$ cat config.mk
export PLATFORM = sky130hd
export DESIGN_NAME = onehot_decoder_seq_flat
export DESIGN_NICKNAME = d
export VERILOG_FILES = /design/src/rtl/onehot_decoder_seq_pkg.sv /design/src/rtl/onehot_decoder_seq_if.sv /design/src/rtl/onehot_decoder_seq_scan_tick_gen.sv /design/src/rtl/onehot_decoder_seq.sv /design/src/flat_wrapper.sv
export SDC_FILE = /design/constraint.sdc
export NUM_CORES = 1
export LEC_CHECK = 0
export BUFFER_PORTS_ARGS = -buffer_cell sky130_fd_sc_hd__buf_2
export CORE_AREA = 5 5 59 61
export DETAILED_ROUTE_END_ITERATION = 8
export DIE_AREA = 0 0 64 66
export HOLD_SLACK_MARGIN = 0.12
export PLACE_DENSITY = 0.84
export SLEW_MARGIN = 20
export SYNTH_ARGS = -nofsm -noshare
export SYNTH_HDL_FRONTEND = slang
export SYNTH_SLANG_ARGS = --single-unit
$ cat constraint.sdc
create_clock -name clk -period 2.2 [get_ports clk]
set_clock_uncertainty 0.1 [all_clocks]
set_input_delay 0 -clock clk [delete_from_list [all_inputs] [get_ports clk]]
set_output_delay 0 -clock clk [all_outputs]
set_load 0.01 [all_outputs]
$ cat src/rtl/onehot_decoder_seq_pkg.sv
// -----------------------------------------------------------------------------
// onehot_pkg
// Shared types and helpers for the onehot_decoder_seq block.
//   mode_e      : FSM state / operating mode (DECODE, SCAN)
//   MAX_SEL_W   : widest select the onehot() helper supports
//   onehot(idx) : returns 1 << idx at MAX_OUT_W width; callers cast the
//                 result down to their own OUT_W
// Optional build macro used by files importing this package: SCAN_BIDIR_EN.
// -----------------------------------------------------------------------------
package onehot_pkg;

    typedef enum logic {
        MODE_DECODE = 1'b0,
        MODE_SCAN   = 1'b1
    } mode_e;

    localparam int MAX_SEL_W = 6;
    localparam int MAX_OUT_W = 2 ** MAX_SEL_W;

    function automatic logic [MAX_OUT_W-1:0] onehot(input logic [MAX_SEL_W-1:0] idx);
        return MAX_OUT_W'(1) << idx;
    endfunction

endpackage

$ cat src/rtl/onehot_decoder_seq_if.sv
// -----------------------------------------------------------------------------
// onehot_decoder_seq_if
// Signal bundle between a driver (master) and onehot_decoder_seq (slave).
//   en    : output enable, low forces y to zero
//   mode  : 0 = DECODE, 1 = SCAN
//   a     : select index (DECODE) / seed index on entry to SCAN
//   div   : SCAN dwell, index advances every div+1 enabled cycles
//   dir   : SCAN direction, 1 = count down (only when SCAN_BIDIR_EN defined)
//   y     : registered one-hot (or zero) output
//   idx   : registered current index
//   wrap  : one-cycle pulse when the SCAN index wraps
//   state : registered FSM state, exposed for observation
//
// Handshake: there is no valid/ready pair. Every rising clk edge samples all
// master-driven signals, and every slave output is a register that changes
// only on that edge (or on asynchronous reset); each cycle is one transaction.
// -----------------------------------------------------------------------------
interface onehot_decoder_seq_if #(
    parameter int SEL_W = 3,
    parameter int DIV_W = 8
);
    import onehot_pkg::*;

    localparam int OUT_W = 2 ** SEL_W;

    logic             en;
    logic             mode;
    logic [SEL_W-1:0] a;
    logic [DIV_W-1:0] div;
`ifdef SCAN_BIDIR_EN
    logic             dir;
`endif
    logic [OUT_W-1:0] y;
    logic [SEL_W-1:0] idx;
    logic             wrap;
    mode_e            state;

    modport master (
`ifdef SCAN_BIDIR_EN
        output dir,
`endif
        output en, mode, a, div,
        input  y, idx, wrap, state
    );

    modport slave (
`ifdef SCAN_BIDIR_EN
        input  dir,
`endif
        input  en, mode, a, div,
        output y, idx, wrap, state
    );

endinterface

$ cat src/rtl/onehot_decoder_seq_scan_tick_gen.sv
// -----------------------------------------------------------------------------
// scan_tick_gen
// Prescaler for SCAN mode. Counts enabled cycles and raises tick when the
// count has reached the live divide value.
//   clk, rst_n : clock, asynchronous active-low reset
//   clr        : synchronous clear of the count (highest priority)
//   run        : count this cycle
//   div        : divide value; tick every div+1 running cycles
//   tick       : combinational, run && (count >= div)
// -----------------------------------------------------------------------------
module scan_tick_gen #(
    parameter int DIV_W = 8
) (
    input  logic             clk,
    input  logic             rst_n,
    input  logic             clr,
    input  logic             run,
    input  logic [DIV_W-1:0] div,
    output logic             tick
);

    logic [DIV_W-1:0] count;

    // >= rather than == so that lowering div below the current count forces
    // an advance on the next edge instead of running the counter round.
    assign tick = run && (count >= div);

    always_ff @(posedge clk or negedge rst_n) begin
        if (!rst_n) begin
            count <= '0;
        end else if (clr) begin
            count <= '0;
        end else if (tick) begin
            count <= '0;
        end else if (run) begin
            count <= count + 1'b1;
        end
    end

endmodule

$ cat src/rtl/onehot_decoder_seq.sv
// -----------------------------------------------------------------------------
// onehot_decoder_seq
// Registered SEL_W-to-2^SEL_W one-hot decoder with a SCAN mode that walks the
// active line across all outputs at a prescaled rate.
//   clk   : rising-edge clock
//   rst_n : asynchronous active-low reset
//   bus   : onehot_decoder_seq_if.slave (en, mode, a, div, [dir] in;
//           y, idx, wrap, state out)
// Parameters: SEL_W (select width), DIV_W (prescaler divide width).
// Build macro: SCAN_BIDIR_EN adds bus.dir; dir = 1 scans downwards and wrap
// then pulses on the 0 -> OUT_W-1 step.
// -----------------------------------------------------------------------------
module onehot_decoder_seq
    import onehot_pkg::*;
#(
    parameter int SEL_W = 3,
    parameter int DIV_W = 8
) (
    input logic                  clk,
    input logic                  rst_n,
    onehot_decoder_seq_if.slave  bus
);

    localparam int OUT_W = 2 ** SEL_W;

    function automatic logic [OUT_W-1:0] dec(input logic [SEL_W-1:0] i);
        return OUT_W'(onehot(MAX_SEL_W'(i)));
    endfunction

    mode_e            state_q;
    logic [SEL_W-1:0] idx_q;
    logic [OUT_W-1:0] y_q;
    logic             wrap_q;

    logic             tick;
    logic             step_down;
    logic             at_wrap;
    logic [SEL_W-1:0] idx_step;
    logic [OUT_W-1:0] y_sel;
    logic             tick_clr;
    logic             tick_run;

`ifdef SCAN_BIDIR_EN
    assign step_down = bus.dir;
`else
    assign step_down = 1'b0;
`endif

    // Index arithmetic wraps naturally at SEL_W bits, i.e. modulo OUT_W.
    assign idx_step = step_down ? (idx_q - 1'b1) : (idx_q + 1'b1);
    assign at_wrap  = step_down ? (idx_q == '0) : (&idx_q);
    assign y_sel    = bus.en ? dec(bus.a) : '0;

    // Count is held at zero in DECODE and on the leaving edge; on the entry
    // edge state_q is still DECODE, so the count also starts from zero.
    assign tick_clr = (state_q == MODE_DECODE) || !bus.mode;
    assign tick_run = (state_q == MODE_SCAN) && bus.mode && bus.en;

    scan_tick_gen #(
        .DIV_W (DIV_W)
    ) u_tick (
        .clk   (clk),
        .rst_n (rst_n),
        .clr   (tick_clr),
        .run   (tick_run),
        .div   (bus.div),
        .tick  (tick)
    );

    always_ff @(posedge clk or negedge rst_n) begin
        if (!rst_n) begin
            state_q <= MODE_DECODE;
            idx_q   <= '0;
            y_q     <= '0;
            wrap_q  <= 1'b0;
        end else begin
            wrap_q <= 1'b0;
            case (state_q)
                MODE_DECODE: begin
                    // Also the SCAN entry edge: idx seeds from a.
                    idx_q <= bus.a;
                    y_q   <= y_sel;
                    if (bus.mode) begin
                        state_q <= MODE_SCAN;
                    end
                end
                MODE_SCAN: begin
                    if (!bus.mode) begin
                        state_q <= MODE_DECODE;
                        idx_q   <= bus.a;
                        y_q     <= y_sel;
                    end else if (!bus.en) begin
                        // Frozen: idx and prescaler hold, output blanked.
                        y_q <= '0;
                    end else if (tick) begin
                        idx_q  <= idx_step;
                        y_q    <= dec(idx_step);
                        wrap_q <= at_wrap;
                    end else begin
                        // Re-derive from idx so y recovers after a freeze.
                        y_q <= dec(idx_q);
                    end
                end
            endcase
        end
    end

    assign bus.state = state_q;
    assign bus.idx   = idx_q;
    assign bus.y     = y_q;
    assign bus.wrap  = wrap_q;

endmodule

$ cat src/flat_wrapper.sv
// flat-port wrapper written by rule: the top's interface ports become plain ports
module onehot_decoder_seq_flat import onehot_pkg::*;
#(
    parameter int SEL_W = 3,
    parameter int DIV_W = 8
)
  (clk, rst_n, bus_en, bus_mode, bus_a, bus_div, bus_y, bus_idx, bus_wrap, bus_state);
  onehot_decoder_seq_if #(.SEL_W(SEL_W), .DIV_W(DIV_W)) bus_i ();
  input logic clk;
  input logic rst_n;
  input wire logic [$bits(bus_i.en)-1:0] bus_en;
  input wire logic [$bits(bus_i.mode)-1:0] bus_mode;
  input wire logic [$bits(bus_i.a)-1:0] bus_a;
  input wire logic [$bits(bus_i.div)-1:0] bus_div;
  output wire logic [$bits(bus_i.y)-1:0] bus_y;
  output wire logic [$bits(bus_i.idx)-1:0] bus_idx;
  output wire logic [$bits(bus_i.wrap)-1:0] bus_wrap;
  output wire logic [$bits(bus_i.state)-1:0] bus_state;
  assign bus_i.en = bus_en;
  assign bus_i.mode = bus_mode;
  assign bus_i.a = bus_a;
  assign bus_i.div = bus_div;
  assign bus_y = bus_i.y;
  assign bus_idx = bus_i.idx;
  assign bus_wrap = bus_i.wrap;
  assign bus_state = bus_i.state;
  onehot_decoder_seq #(.SEL_W(SEL_W), .DIV_W(DIV_W)) u_core (.clk(clk), .rst_n(rst_n), .bus(bus_i));
endmodule
[After elaboration in Yosys (flattened, before gate mapping)]
Index checks and enable logic that the tools add are counted.
Cells by class
  $add $sub $neg: 2
  multiply operators: 0
  divide/modulo/power cells: 0
  magnitude comparators: 1
  equality and inequality tests: 2
  shift operators: 3
  mux-type cells: 17
  bitwise operators: 1
  reduce and logical (&&, ||, !) cells: 8
Operators by type and width (count)
  8-bit two-way mux: 7
  1-bit by 3-bit left shift with 8-bit output, first input constant: 3
  8-bit case mux with 2 select lines: 1
  3-bit two-way mux: 3
  8-bit by 1-bit adder with 8-bit output, second input constant: 1
  8-bit >= comparator: 1
  3-bit inequality test, second input constant: 2
  3-bit case mux with 2 select lines: 1
  1-bit two-way mux: 5
  3-bit by 1-bit adder with 3-bit output, second input constant: 1
  1-bit logical AND: 3
  3-bit AND reduction: 1
  3-bit nonzero test: 1
  2-bit AND reduction: 1
  1-bit logical NOT: 1
  1-bit logical OR: 1
  1-bit inverter: 1
Storage, ports and cells
  flip-flop bits (word level): 21
  latch bits: 0
  RAM bits: 0
  bits in read-only memories: 0
  input bits: 15
  output and inout port bits: 13
  word-level logic and storage cells: 39
  memories: 0

[Longest topological paths before layout]
Gate-level depths: netlist of the first run.
  depth in word-level cells: 7
  mapped depth: 7
  mapped depth without buffers: 7

[Hierarchy]
Synthesis of the first run repeated with hierarchy kept, for this count alone.
Second synthesis, totals
  cell total of the unflattened synthesis: 141
  area, all modules: 1306.3 µm²
By module, submodules not included
  scan_tick_gen: times used 1, cells an instance 81, area each 676.9 µm², sequential area each 200.2 µm²
  onehot_decoder_seq: times used 1, cells an instance 60, area each 629.4 µm², sequential area each 325.3 µm²

[Worst setup path after synthesis of the first run]
Ideal clock, no wire load.
  path type: flip-flop to flip-flop
  start point: register u_core.u_tick.count[0]
  end point: register u_core.y_q[5], in the netlist u_core.bus.y[5]
  setup time: 125 ps
  data arrival time: 2010 ps
  data required time: 1975 ps
  path slack: -35 ps
  cell stages (with the launch flop): 8
  buffers on the path: 0
  period minus slack after synthesis: 2235 ps
  cells stage by stage: dfrtp_1 > inv_1 > ha_1 > nand2b_1 > a2111o_1 > a32oi_4 > nor2_4 > mux2_4
Between the ends
  word-level cells in the longest chain between the ends: 6
Ends and longest elaborated chain
  from (decl): line onehot_decoder_seq_scan_tick_gen.sv:22  | logic [DIV_W-1:0] count;
  from (signal assigned): line onehot_decoder_seq_scan_tick_gen.sv:36  | count <= count + 1'b1;
  8-bit >= comparator: line onehot_decoder_seq_scan_tick_gen.sv:26  | assign tick = run && (count >= div);
  1-bit logical AND: line onehot_decoder_seq_scan_tick_gen.sv:26
  8-bit two-way mux: line onehot_decoder_seq.sv:95  | end else if (tick) begin
  8-bit two-way mux: line onehot_decoder_seq.sv:92  | end else if (!bus.en) begin
  8-bit two-way mux: line onehot_decoder_seq.sv:88  | if (!bus.mode) begin
  8-bit case mux with 2 select lines: line onehot_decoder_seq.sv:78  | case (state_q)
  to (signal assigned): line onehot_decoder_seq.sv:82  | y_q <= y_sel;
  to (signal assigned): line onehot_decoder_seq.sv:91  | y_q <= y_sel;
  to (signal assigned): line onehot_decoder_seq.sv:97  | y_q <= dec(idx_step);
  to (decl): line onehot_decoder_seq.sv:32  | logic [OUT_W-1:0] y_q;
Every way passes these cells.
A chain may end at the register's enable or synchronous reset.

[Final worst setup path of the first run]
  start point: register u_core.u_tick.count[0]
  end point: register u_core.idx_q[1], in the netlist u_core.bus.idx[1]
Between the ends
  word-level cells in the longest chain between the ends: 4
Ends and longest elaborated chain
  8-bit >= comparator: line onehot_decoder_seq_scan_tick_gen.sv:26
  1-bit logical AND: line onehot_decoder_seq_scan_tick_gen.sv:26
  3-bit inequality test (no source line)
  2-bit AND reduction (no source line)
  to (signal assigned): line onehot_decoder_seq.sv:81  | idx_q <= bus.a;
  to (signal assigned): line onehot_decoder_seq.sv:90  | idx_q <= bus.a;
  to (signal assigned): line onehot_decoder_seq.sv:96  | idx_q <= idx_step;
  to (decl): line onehot_decoder_seq.sv:31  | logic [SEL_W-1:0] idx_q;
Every way passes these cells.

==> reports/qor.yml, run 1 <==
run_status:
  outcome: "finished, final reports clean"
global_routing:
  grt_pass1_vias: 1231
  grt_max_degree: 22
  grt_first_pass_wirelength_mm: 5.75
  antenna_found_initial: 0
  grt.overflow.total: 0
  grt_use_total_pct: 16.7
cts:
  clk_latency_ps: 310
  cts_num_sinks: 21
  cts_tree: "done"
  path_clk_slew_ps: 120
  cts-htree-levels: 1
  cts_buffers: 3
  cts.path.max_buffers: 2
  cts-root-buf: "clkbuf_4"
timing:
  rsz0062_at_grt: "true"
  finalCriticalPeriod_ps: 2170
  fin_crit_sh_pct: 98.6
  whs_ps: 239
  final-hold-violation-count: 0
  slew_headroom_pct: 36.1
  fmaxAchievable_mhz: 461
  tightest_slew_ps: 956
  slew_violations: 0
  setup_violations: 0
worst_setup_path:
  crit_cells: 8
  crit_slowest_cell: "dfrtp_1"
  endpoint: "u_core.bus.idx[1]$_DFFE_PN0P_"
  worstPathRequired_ps: 2300
  criticalPathCategory: "register to register"
  cp_num_buf_inv: 2
  ff2ff_path_depth: 8
  path_delay_family: "compound AO/OA/AOI/OAI gates"
  r2r_start: "u_core.u_tick.count[0]$_DFFE_PN0P_"
  max_stage_delay_ps: 420
  r2r_slack_ps: 30
  reg2reg_to: "u_core.bus.idx[1]$_DFFE_PN0P_"
  worstSetupStartpoint: "u_core.u_tick.count[0]$_DFFE_PN0P_"
  crit_fanout: 4
  cp-end-kind: "register"
  cp_data_arrival_time_ps: 2270
  critPathLaunchType: "register"
  path_cells: "inv_2, ha_4, nand2b_4, a2111o_1, a32oi_4, buf_6, mux2i_1, a21oi_1"
detailed_routing:
  via_per_inst: 5.69
  drt_iter0_drc: 62
  first_pass_iters: 4
  vias: 1275
  drc_errors: 0
  wl_per_cell_um: 14.7
  routed_wl_mm: 3.28
  ant_nets: 0
synth:
  syn_area_um2: 1370
  synth_edf_count: 0
  synth_area_leader_cell: "dfrtp_1"
  ys_warn_count: 0
  synth_nets: 170
  synth_area_per_cell_um2: 9.53
  async_flop_share_pct: 100
  synth_seq_cells: 21
  synthFlopType: "dfrtp_1"
  ys_types: 33
  syn_inst: 144
  yosys.area.top_type_share_pct: 38.3
  ys_top_cells_by_area: "dfrtp_1, ha_1, mux2i_1, a31oi_1, nor2_1"
  ys_seq_area_share_pct: 38.3
floorplanning:
  pin_count: 28
  core_area_um2: 2930
  initial_core_util_pct: 46.9
  dieArea_um2: 4220
  rows: 20
  die_y_um: 66
  fp.dieW_um: 64
placement:
  dpl.cell_count: 207
  io_buffers: 27
  gp_congestion: 0.882
  dpl.hpwl_mm: 2.20
power:
  total_power_mw: 0.765
  leakagePower_nw: 0.852
  cellPowerDensity_nw_per_um2: 436
  vdd_drop_max_uv: 413
final_layout:
  n_antenna_cell: 0
  syn2layout_area_growth_pct: 27.7
  final_cells: 224
  n_fill_cell: 241
  fin_util_pct: 59.9
  drive_gt1_share_pct: 28.3
  layout.nets: 218
run:
  maxCapViolCount: 0
worst_hold_path:
  hold_path.class: "input pin to register"
placed cells by master (no fill, tap or decap), drive strengths merged, types with 5 or more instances in the layout:
cell / synthesis / routed
ha: 11 / 11
nand3: 7 / 7
a21oi: 7 / 7
buf: 1 / 39
mux2i: 7 / 7
nor2: 15 / 16
dfrtp: 21 / 21
dlygate4sd3: 0 / 7
a31oi: 9 / 9
nand2b: 5 / 5
nand2: 9 / 9
inv: 11 / 11
registers in the layout (all words and copies together), names as in the netlist:
| name | cells |
|---|---|
| u_core.bus.idx | 3 |
| u_core.bus.y | 8 |
| u_core.bus.wrap | 1 |
| u_core.u_tick.count | 8 |
| u_core.bus.state | 1 |
cells by family after synthesis:
kind of cell               Yosys count  synth area share (%)
muxes                               10                  8.39
AOI/OAI and AO/OA                   30                  16.1
DFF                                 21                  38.3
adders and majority gates           11                  10.0
buffers and inverters               16                  4.47
xor gates and xnor gates             6                  3.83
and+or+nand+nor                     50                  18.9
timing repair:
item | 4_1_cts | 5_1_grt
hold endpoints to repair | 32 | 0
buffers inserted | 5 | 0
pin swaps | 4 | 3
hold buffers | 7 | 0
resized for setup | 4 | 1
setup endpoints to repair | 3 | 14
gates cloned | 1 | 0
per-layer routing:
layer | vias to the layer above | routed length, µm | global-route usage, %
li1 | 617 | - | -
met2 | 62 | 1600 | 28.0
met4 | 0 | 36 | 2.60
met1 | 585 | 1410 | 22.2
met3 | 11 | 237 | 3.91
met5 | - | 0 | 0
through the flow:
stage	TNS, ps	cell area (µm²)	worst slack, ps
5_1_grt	-49.9	1750	-11.5
3_3_place_gp	0	1590	78.6
3_5_place_dp	0	1590	18.0
6_report	0	1750	30.7
2_1_floorplan	0	1370	11.8
4_1_cts	0	1750	9.91
worst min path at each step:
stage	slack, ps	cells after the start	to	start
finish	240	2	u_core.bus.state$_DFF_PN0_	bus_mode
global route	260	2	u_core.bus.state$_DFF_PN0_	bus_mode
floorplan	-400	0	u_core.bus.idx[0]$_DFFE_PN0P_	rst_n
detailed placement	-110	1	u_core.bus.y[1]$_DFF_PN0_	rst_n
global placement	-120	1	u_core.bus.y[3]$_DFF_PN0_	rst_n
CTS	230	2	u_core.bus.state$_DFF_PN0_	bus_mode
where the power goes:
group          total, mW  switching (mW)  internal, mW
clock network      0.192           0.121        0.0709
registers          0.408          0.0103         0.397
logic              0.165          0.0962        0.0692
synth_stat cells, drive strengths merged (4+ instances only):
| cell | instances |
|---|---|
| a21oi | 7 |
| a31oi | 9 |
| dfrtp | 21 |
| ha | 11 |
| inv | 11 |
| mux2i | 7 |
| nand2 | 9 |
| nand2b | 5 |
| nand3 | 7 |
| nor2 | 15 |
| nor3 | 4 |
| o31ai | 4 |
area by class of cell:
type                            instances  area, µm²  share of cell area, %
Tap cell                               33       41.3                   2.36
Timing Repair Buffer                   46        299                   17.1
Clock buffer                            4       26.3                   1.50
Sequential cell                        21        526                   30.0
Inverter                               12       45.0                   2.57
Multi-Input combinational cell        108        816                   46.5
No activity file was read; power rests on OpenSTA's default activity.
==> run 2, diff against run 1 <==
--- a/config.mk
+++ b/config.mk
@@ -7,6 +7,7 @@
 export LEC_CHECK = 0
 export BUFFER_PORTS_ARGS = -buffer_cell sky130_fd_sc_hd__buf_2
 export CORE_AREA = 5 5 59 61
+export CTS_BUF_LIST = sky130_fd_sc_hd__clkbuf_16
 export DETAILED_ROUTE_END_ITERATION = 8
 export DIE_AREA = 0 0 64 66
 export HOLD_SLACK_MARGIN = 0.12
==> reports/qor.yml, run 2 (synthesis results as in run 1) <==
run_status:
  outcome: "finished, final reports clean"  # unchanged
final_layout:
  layout.nets: 210  # was 218
  final_cells: 216  # was 224
  design_area_um2: 1740  # was 1750 µm²
  final_cell_mix: "buf_2, dfrtp_1, nor2_1, inv_1, ha_1"  # was buf_2, dfrtp_1, nor2_1, buf_4
  syn2layout_area_growth_pct: 26.6  # was 27.7%
  drive_gt1_share_pct: 25.7  # was 28.3%
  n_antenna_cell: 0  # unchanged
  final_common_cell: "buf_2"  # unchanged
timing:
  final-hold-violation-count: 0  # unchanged
  slew_violations: 0  # unchanged
  finalCriticalPeriod_ps: 2170  # about the same
  fin_tns_setup_ps: 0  # unchanged
  tightest_slew_ps: 473  # was 956 ps
  slew_headroom_pct: 68.5  # was 36.1%
  whs_ps: 129  # was 239 ps
  rsz0062_at_grt: "false"  # was true
  fmaxAchievable_mhz: 460  # was 461 MHz
  setup_violations: 0  # unchanged
  fin_crit_sh_pct: 98.9  # was 98.6%
worst_setup_path:
  max_stage_delay_ps: 410  # was 420 ps
  criticalPathCategory: "register to register"  # unchanged
  crit_fanout: 9  # was 4
  critPathLaunchType: "register"  # unchanged
  crit_slowest_cell: "a2111o_1"  # was dfrtp_1
  r2r_slack_ps: 30  # about the same
  cp_num_buf_inv: 1  # was 2
  path_cells: "inv_2, ha_4, nand2b_4, a2111o_1, a32oi_4, nor2_4, mux2_4"  # was inv_2, ha_4, nand2b_4, a2111o_1, a32oi_4, buf_6, mux2i_1, a21oi_1
  cp_data_arrival_time_ps: 2210  # was 2270 ps
  path_delay_family: "compound AO/OA/AOI/OAI gates"  # unchanged
  worstPathRequired_ps: 2230  # was 2300 ps
  cp-end-kind: "register"  # unchanged
power:
  cellPowerDensity_nw_per_um2: 544  # was 436 nW/µm²
  intPower_mw: 0.705  # was 0.537 mW
  total_power_mw: 0.945  # was 0.765 mW
  sw_frac_of_total_pct: 25.4  # was 29.8%
  clkPwrFrac_pct: 40.1  # was 25.1%
  combinationalPowerShare_pct: 16.7  # was 21.6%
  switchingPower_mw: 0.240  # was 0.228 mW
  vdd_drop_max_uv: 739  # was 413 µV
  pwr-share-seq_pct: 43.2  # was 53.3%
  leakagePower_nw: 0.842  # was 0.852 nW
cts:
  clk_latency_ps: 250  # was 310 ps
  cts_buffers: 3  # unchanged
  cts_tree: "done"  # unchanged
  cts_num_sinks: 21  # unchanged
  path_clk_slew_ps: 60  # was 120 ps
  post-cts-setup-buffer-count: 0  # was 5
  cts-htree-levels: 1  # unchanged
  cts.path.max_buffers: 2  # unchanged
  cts-root-buf: "clkbuf_16"  # was clkbuf_4
detailed_routing:
  vias: 1220  # was 1275
  routed_wl_mm: 3.09  # was 3.28 mm
  drt_iter0_drc: 52  # was 62
  first_pass_iters: 4  # unchanged
  ant_nets: 0  # unchanged
  drc_errors: 0  # unchanged
  via_per_inst: 5.65  # was 5.69
  wl_per_cell_um: 14.3  # was 14.7 µm
floorplanning:
  initial_core_util_pct: 46.9  # unchanged
  pin_count: 28  # unchanged
  die_y_um: 66  # unchanged
  core_area_um2: 2930  # unchanged
  dieArea_um2: 4220  # unchanged
  fp.dieW_um: 64  # unchanged
  rows: 20  # unchanged
global_routing:
  grt_use_total_pct: 15.3  # was 16.7%
  grt_first_pass_wirelength_mm: 5.27  # was 5.75 mm
  global_route.usage.met1_pct: 21.0  # was 22.2%
  grt_max_degree: 22  # unchanged
  grtUsageMet3_pct: 3.74  # was 3.91%
  grt_pass1_vias: 1171  # was 1231
  use_met2_pct: 25.0  # was 28.0%
  grt.overflow.total: 0  # unchanged
  busiest_layer: "met2"  # unchanged
  antenna_found_initial: 0  # unchanged
placement:
  dpl.cell_count: 207  # unchanged
  gp_congestion: 0.882  # unchanged
  dpl.hpwl_mm: 2.20  # unchanged
  dpl_cell_area_um2: 1590  # unchanged
  io_buffers: 27  # unchanged
run:
  maxCapViolCount: 0  # unchanged
worst_hold_path:
  hold_path.class: "input pin to register"  # unchanged
## run 2: area by class of cell
class / instances / area [µm²]
clock buffers: 3 / 75.1
clock inverters: 1 / 3.75
fillers: 247 / 1190
inverters: 12 / 45.0
multi-input cells: 107 / 806
flip-flops and latches: 21 / 526
well taps: 33 / 41.3
repair buffers: 39 / 241
## run 2: final timing paths
kind / start / end / depth (start not counted)
worst max register to register: u_core.u_tick.count[0]$_DFFE_PN0P_ / u_core.bus.y[7]$_DFF_PN0_ / 7
min in group asynchronous: rst_n / u_core.bus.y[0]$_DFF_PN0_ / 2
max in group asynchronous: rst_n / u_core.u_tick.count[3]$_DFFE_PN0P_ / 2
worst min register to register: u_core.u_tick.count[7]$_DFFE_PN0P_ / u_core.u_tick.count[7]$_DFFE_PN0P_ / 2
worst min-delay path: bus_en / u_core.u_tick.count[0]$_DFFE_PN0P_ / 4
worst max-delay path: u_core.u_tick.count[0]$_DFFE_PN0P_ / u_core.bus.y[7]$_DFF_PN0_ / 7
## run 2: repair_timing
| item | 4_1_cts | 5_1_grt |
|---|---|---|
| hold buffers | 5 | 0 |
| gates resized for setup | 0 | 4 |
| hold endpoints to repair | 29 | 0 |
| setup endpoints to repair | 0 | 12 |
## run 2: through the flow
stage	worst slack [ps]	utilization, %
2_1_floorplan	11.8	-
3_3_place_gp	78.6	54.1
3_5_place_dp	18.0	54.1
4_1_cts	2.33	58.5
5_1_grt	0.765	59.4
6_report	25.2	59.4
## run 2: worst reg2reg max path, cell delays in order (launching register included)
cell and delay, ps:
dfrtp_1 400, inv_2 90, ha_4 200, nand2b_4 130, a2111o_1 410, a32oi_4 290, nor2_4 130, mux2_4 310
## run 2: per-layer routing
layer  vias up  part of all wire (%)
li1        601                     -
met1       565                    44
met2        52                    48
met3         2                   7.5
met4         0                  0.36
met5         -                     0
## run 2: power groups by stage
stage	Combinational (mW)	Clock, mW	Sequential (mW)
floorplan	0.0785	0	0.419
global placement	0.139	0	0.414
detailed placement	0.142	0	0.414
CTS	0.151	0.380	0.408
global route	0.177	0.399	0.410
finish	0.158	0.379	0.408
